==> src/rtl/game_sequencer.sv <==
// Breakout game-flow controller: serve delay, lives, score and block count, win/lose phases.
// Define EXTRA_LIFE_EN to award a bonus life every EXTRA_LIFE_PTS points (capped at MAX_LIVES).
module game_sequencer #(
    parameter int LIVES          = 3,
    parameter int MAX_LIVES      = 9,
    parameter int NUM_BLOCKS     = 40,
    parameter int POINTS         = 10,
    parameter int SERVE_CYCLES   = 50000000,
    parameter int EXTRA_LIFE_PTS = 100
) (
    input  logic        clock,
    input  logic        reset,
    input  logic        start_btn,
    input  logic        endgame,
    input  logic        hit_block,
    output logic        ball_run,
    output logic [3:0]  lives,
    output logic [13:0] score,
    output logic [7:0]  blocks_left,
    output logic [2:0]  state,
    output logic        game_over,
    output logic        game_won
);

    localparam int CNT_W = $clog2(SERVE_CYCLES);
    localparam logic [CNT_W-1:0] SERVE_LAST = CNT_W'(SERVE_CYCLES - 1);

    if (LIVES < 1 || LIVES > MAX_LIVES || MAX_LIVES > 15 || NUM_BLOCKS < 1 ||
        NUM_BLOCKS > 255 || SERVE_CYCLES < 2 || EXTRA_LIFE_PTS < 1) begin : g_bad_params
        $error("game_sequencer: parameter out of range");
    end

    typedef enum logic [2:0] {
        S_IDLE  = 3'd0,
        S_SERVE = 3'd1,
        S_PLAY  = 3'd2,
        S_OVER  = 3'd3,
        S_WON   = 3'd4
    } state_t;

    state_t           cur, state_n;
    logic [CNT_W-1:0] cnt, cnt_n;
    logic [3:0]       lives_n;
    logic [13:0]      score_n;
    logic [7:0]       blocks_n;
    logic [14:0]      score_sum;
    logic             start_prev, hit_prev, start_edge, hit_edge;
`ifdef EXTRA_LIFE_EN
    logic [13:0]      acc, acc_n;
    logic [14:0]      acc_sum;
`endif

    assign state = cur;

    always_comb begin
        start_edge = start_btn & ~start_prev;
        hit_edge   = hit_block & ~hit_prev;
        state_n    = cur;
        cnt_n      = cnt;
        lives_n    = lives;
        score_n    = score;
        blocks_n   = blocks_left;
        score_sum  = {1'b0, score} + 15'(POINTS);
`ifdef EXTRA_LIFE_EN
        acc_n      = acc;
        acc_sum    = {1'b0, acc} + 15'(POINTS);
`endif
        case (cur)
            S_IDLE, S_OVER, S_WON: begin
                if (start_edge) begin
                    state_n  = S_SERVE;
                    cnt_n    = '0;
                    lives_n  = 4'(LIVES);
                    score_n  = 14'd0;
                    blocks_n = 8'(NUM_BLOCKS);
`ifdef EXTRA_LIFE_EN
                    acc_n    = 14'd0;
`endif
                end
            end
            S_SERVE: begin
                if (cnt == SERVE_LAST) begin
                    state_n = S_PLAY;
                    cnt_n   = '0;
                end else begin
                    cnt_n = cnt + 1'b1;
                end
            end
            S_PLAY: begin
                if (hit_edge && blocks_left != 8'd0) begin
                    blocks_n = blocks_left - 8'd1;
                    score_n  = (score_sum > 15'd9999) ? 14'd9999 : score_sum[13:0];
`ifdef EXTRA_LIFE_EN
                    if (acc_sum >= 15'(EXTRA_LIFE_PTS)) begin
                        acc_n = 14'(acc_sum - 15'(EXTRA_LIFE_PTS));
                        if (lives < 4'(MAX_LIVES))
                            lives_n = lives + 4'd1;
                    end else begin
                        acc_n = acc_sum[13:0];
                    end
`endif
                    if (blocks_n == 8'd0)
                        state_n = S_WON;
                end
                // A hit that clears the board beats a simultaneous fall.
                if (endgame && state_n != S_WON) begin
                    if (lives != 4'd0)
                        lives_n = lives_n - 4'd1;
                    if (lives_n == 4'd0) begin
                        state_n = S_OVER;
                    end else begin
                        state_n = S_SERVE;
                        cnt_n   = '0;
                    end
                end
            end
            default: state_n = S_IDLE;
        endcase
    end

    always_ff @(posedge clock) begin
        if (reset) begin
            cur         <= S_IDLE;
            cnt         <= '0;
            ball_run    <= 1'b0;
            lives       <= 4'(LIVES);
            score       <= 14'd0;
            blocks_left <= 8'(NUM_BLOCKS);
            game_over   <= 1'b0;
            game_won    <= 1'b0;
            start_prev  <= 1'b0;
            hit_prev    <= 1'b0;
`ifdef EXTRA_LIFE_EN
            acc         <= 14'd0;
`endif
        end else begin
            cur         <= state_n;
            cnt         <= cnt_n;
            ball_run    <= (state_n == S_PLAY);
            lives       <= lives_n;
            score       <= score_n;
            blocks_left <= blocks_n;
            game_over   <= (state_n == S_OVER);
            game_won    <= (state_n == S_WON);
            start_prev  <= start_btn;
            hit_prev    <= hit_block;
`ifdef EXTRA_LIFE_EN
            acc         <= acc_n;
`endif
        end
    end

endmodule

==> config.mk <==
export PLATFORM = sky130hd
export DESIGN_NAME = game_sequencer
export DESIGN_NICKNAME = d
export VERILOG_FILES = /design/src/rtl/game_sequencer.sv
export SDC_FILE = /design/constraint.sdc
export NUM_CORES = 1
export LEC_CHECK = 0
export BUFFER_PORTS_ARGS = -buffer_cell sky130_fd_sc_hd__buf_2
export CAP_MARGIN = 20
export CORE_MARGIN = 2
export CORE_UTILIZATION = 45
export DETAILED_ROUTE_END_ITERATION = 10
export GPL_TIMING_DRIVEN = 0
export PLACE_DENSITY = 0.66
export SKIP_LAST_GASP = 1
export SYNTH_ARGS = -nofsm -noshare
export SYNTH_HDL_FRONTEND = slang
export SYNTH_SLANG_ARGS = --single-unit
==> constraint.sdc <==
create_clock -name clock -period 2.4 [get_ports clock]
set_clock_uncertainty 0.15 [all_clocks]
set_input_delay 0.6 -clock clock [delete_from_list [all_inputs] [get_ports clock]]
set_output_delay 0.6 -clock clock [all_outputs]
set_load 0.02 [all_outputs]
==> results by group <==
Synth
  – Number of library cell types mapped by synthesis: 71
  – Sequential fraction of the synthesis area: 0.343
  – Cell count after synthesis: 452
  – Count of synthesis-stage warnings from yosys: 0
  – Post-synthesis async set-or-reset flop share: 0
  – Post-synthesis area per instance: 7.75 um^2
  – Post-synth EDFFs: 0
  – Post-synth net total: 463
  – Post-synthesis register bit count: 60
  – Primary flip-flop cell chosen by synthesis mapping: dfxtp_1
  – Cell area after synthesis: 0.00350 mm^2

Flow run
  – Max_cap viols: 0

Timing
  – Highest achievable clock rate: 0.394 GHz
  – Unrepaired setup endpoints after global routing: yes
  – Final hold viol count: 0
  – Period minus WS final: 2.54 ns
  – Final setup viols: 32
  – Actual transition at the worst max-transition pin: 0.804 ns
  – Fin. max-slew vios: 0
  – Slack of the critical path: -0.136 ns
  – Ratio of final minimum period to clock period: 1.06
  – Worst-case headroom to the max-slew limit: 0.460

Pwr
  – Maximum ir drop on the vdd rail: 0.308 mV
  – Total power: 2310 uW
  – Power spent charging and discharging nets: 547 uW
  – Internal power of the cells: 1760 uW
  – Relative contribution of the clock network to total power: 0.476
  – PwrDens: 447 mW/mm^2
  – Total leakage power: 0.00187 uW
  – Fraction of power consumed by sequential logic: 0.432
  – Net Sw Frac: 0.237
  – Combinational group share of total power: 0.091

GRT
  – Tot GR Track Use: 0.243
  – Initial antenna violation count: 0
  – Vias in the first global route: 3634
  – Pin count of the biggest net entering global routing: 12
  – Wire length of the first global-routing pass: 16.9 mm
  – Grt total ovfl: 0

Cells and area
  – Layout cells sized above 1: 0.395
  – Diodes inserted: 0
  – Final core area utilization: 0.675
  – Number of nets in the layout: 565
  – Filler cell count in the final layout: 609
  – Commonest non-fill, non-tap cell in the layout: dfxtp_1
  – Layout area overhead: 47.3%
  – Commonest non-fill, non-tap cells in the layout: 50 x dfxtp_1, 44 x buf_4, 37 x nand2_1

CTS
  – Clk_lat worst skew: 0.35 ns
  – H-tree depth: 3
  – Clk sink count: 60
  – Clock Path Buffers: 2
  – Clock Pin Slew Worst Setup and Hold Paths: 0.07 ns
  – Clk root buf: clkbuf_8
  – CTS Buf Count: 9
  – Clock tree from TritonCTS: yes
  – CTS Hold Bufs: 0

Drt
  – Number of detailed-route iterations in the first pass: 7
  – Detailed Route Iter0 Violations: 249
  – Routed wire length per instance: 16.7 um
  – Remaining number of nets flagged by the antenna check after routing: 0
  – DR DRC count: 0
  – Detailed-route via count: 4000
  – Vias/cell: 6.05
  – Detailed-route wire length: 11.0 mm

Critical path
  – Source of the worst register-to-register timing path: blocks_left[0]$_SDFFE_PP0P_
  – Worst Path Max Fanout: 6
  – Worst-case reg-to-reg path depth: 9
  – Critical path launch point type: flip-flop
  – Required time of the critical path: 2.52 ns
  – Worst EP arrival: 2.66 ns
  – Sort of element at the end of the critical path: flip-flop
  – Category of the most critical setup path: flip-flop to flip-flop
  – Capturing point of the worst reg2reg path: cnt[20]$_SDFFE_PP0P_
  – Setup slack of the most critical reg-to-reg path: -0.14 ns

Min path
  – Hold Crit Endpoint: state[1]$_SDFF_PP0_
  – Hold path start: reset
  – Class of the tightest hold or removal check: input port to flip-flop
  – Worst hold stages: 2

Floorplan
  – Starting density of the core: 0.458
  – Die X-Extent: 92.3 um
  – Placeable core region: 0.00765 mm^2
  – Die Footprint: 0.00851 mm^2
  – Number of rows in the core area: 32
  – Total I/O pin count: 37
  – Die H: 92.3 um

Placed design
  – Buffers on Ports: 36
  – Weighted congestion at the end of routability-driven global placement: 0.875
  – Post-DP HPWL: 6.49 mm

Outcome
  – Result of the run: complete, but fails checks
  – Failing checks: setup timing
critical path, cell delays in order, from the launching register on:
cell and delay [ns]:
dfxtp_4 0.36, inv_2 0.07, ha_4 0.14, nor4b_4 0.23, a211oi_2 0.12, o2111a_2 0.32
o41a_1 0.42, buf_4 0.18, or3_1 0.33, a21oi_1 0.15
how the worst max path moves through the flow:
stage	cells after the start	startpoint	endpoint	slack, ns
after floorplan	8	blocks_left[1]$_SDFFE_PP0P_	cnt[19]$_SDFFE_PP0P_	0.007
after global placement	8	hit_block	cnt[1]$_SDFFE_PP0P_	-0.34
after detailed placement	8	hit_block	cnt[1]$_SDFFE_PP0P_	-0.39
after CTS	7	cnt[24]$_SDFFE_PP0P_	cnt[23]$_SDFFE_PP0P_	-0.18
after global routing	9	blocks_left[0]$_SDFFE_PP0P_	cnt[20]$_SDFFE_PP0P_	-0.22
final	9	blocks_left[0]$_SDFFE_PP0P_	cnt[20]$_SDFFE_PP0P_	-0.14
power groups by stage:
stage                     Combinational (uW)  Clock, uW  Sequential [uW]
after floorplan                          103          0             1020
final                                    211       1100              997
after detailed placement                 145          0             1020
after global placement                   143          0             1020
after global routing                     225       1150              998
after CTS                                173       1110              999
synthesized netlist by cell type, types with 2 or more instances:
cell       count  area share
a211oi_1       7       0.015
a21oi_1       47       0.067
a21oi_2        2      0.0050
a22o_1         2      0.0050
a22oi_1        2      0.0043
a31oi_1        4      0.0071
a32oi_1        3      0.0075
and2_1         7       0.012
and3_1         5      0.0089
buf_2          2      0.0029
buf_6          2      0.0064
clkbuf_1      16       0.017
dfxtp_1       60        0.34
ha_1           6       0.021
inv_1         17       0.018
mux2i_1        2      0.0057
nand2_1       38       0.041
nand2b_1       3      0.0054
nand3_1       24       0.034
nand3b_1       4      0.0086
nand4_1        7       0.012
nand4b_1       2      0.0050
nor2_1        37       0.040
nor2b_1        6       0.011
nor3_1        17       0.024
nor3b_1        2      0.0043
nor4_1         4      0.0071
o2111ai_1      2      0.0050
o211ai_1       5       0.011
o21a_1         2      0.0043
o21ai_0       31       0.044
o21ai_1        2      0.0029
o21bai_1       2      0.0043
o22ai_1        7       0.012
o311ai_0       2      0.0050
o31ai_1       11       0.024
or2_2          2      0.0036
or3_1         15       0.027
or4_1          8       0.017
xor2_1         4       0.010
logic make-up (layout without fill, tap and decap cells):
kind of cell / count (synthesis) / in the layout / share of synthesized area
buf+inv: 41 / 148 / 0.0500
simple gates: 190 / 190 / 0.291
fa+ha+maj: 6 / 6 / 0.0214
xor+xnor: 5 / 5 / 0.0125
compound gates: 147 / 147 / 0.273
flops: 60 / 60 / 0.343
mux: 3 / 3 / 0.00893
registers in the layout (all words and copies together) (netlist names):
name         cells
ball_run         1
state            3
score           14
start_prev       1
hit_prev         1
cnt             26
lives            4
game_won         1
game_over        1
blocks_left      8
area by class of cell:
type / count / area [um^2] / share of cell area
sequential: 60 / 1230 / 0.238
clock inverter: 6 / 103 / 0.0199
multi-input combinational: 351 / 2650 / 0.514
timing repair buffer: 94 / 684 / 0.133
clock buffer: 10 / 128 / 0.0247
buffer: 19 / 161 / 0.0313
inverter: 19 / 76.3 / 0.0148
tap: 102 / 128 / 0.0247
timing repair:
item,4_1_cts,5_1_grt
resized for setup,46,114
setup endpoints to repair,43,50
cloned,2,1
pin swaps,27,49
setup buffers,32,23
stage by stage:
stage / hold WS (ns) / setup WS, ns / instances / cell area (um^2) / setup TNS (ns)
finish: 0.303 / -0.136 / 661 / 5160 / -2.11
global route: 0.302 / -0.223 / 661 / 5160 / -5.07
CTS: 0.307 / -0.179 / 638 / 4590 / -3.94
detailed placement: 0.323 / -0.387 / 590 / 3900 / -10.92
global placement: 0.313 / -0.339 / 590 / 3900 / -8.99
floorplan: 0.298 / 0.00719 / 452 / 3590 / 0
routing by layer:
layer  track usage  vias up  wire length [um]
li1              -     1904                 -
met1         0.301     1923              4680
met2         0.410      148              5570
met3        0.0435       25               562
met4         0.109        0               223
met5             0        -                 0
Power figures use the tool's default switching activity.
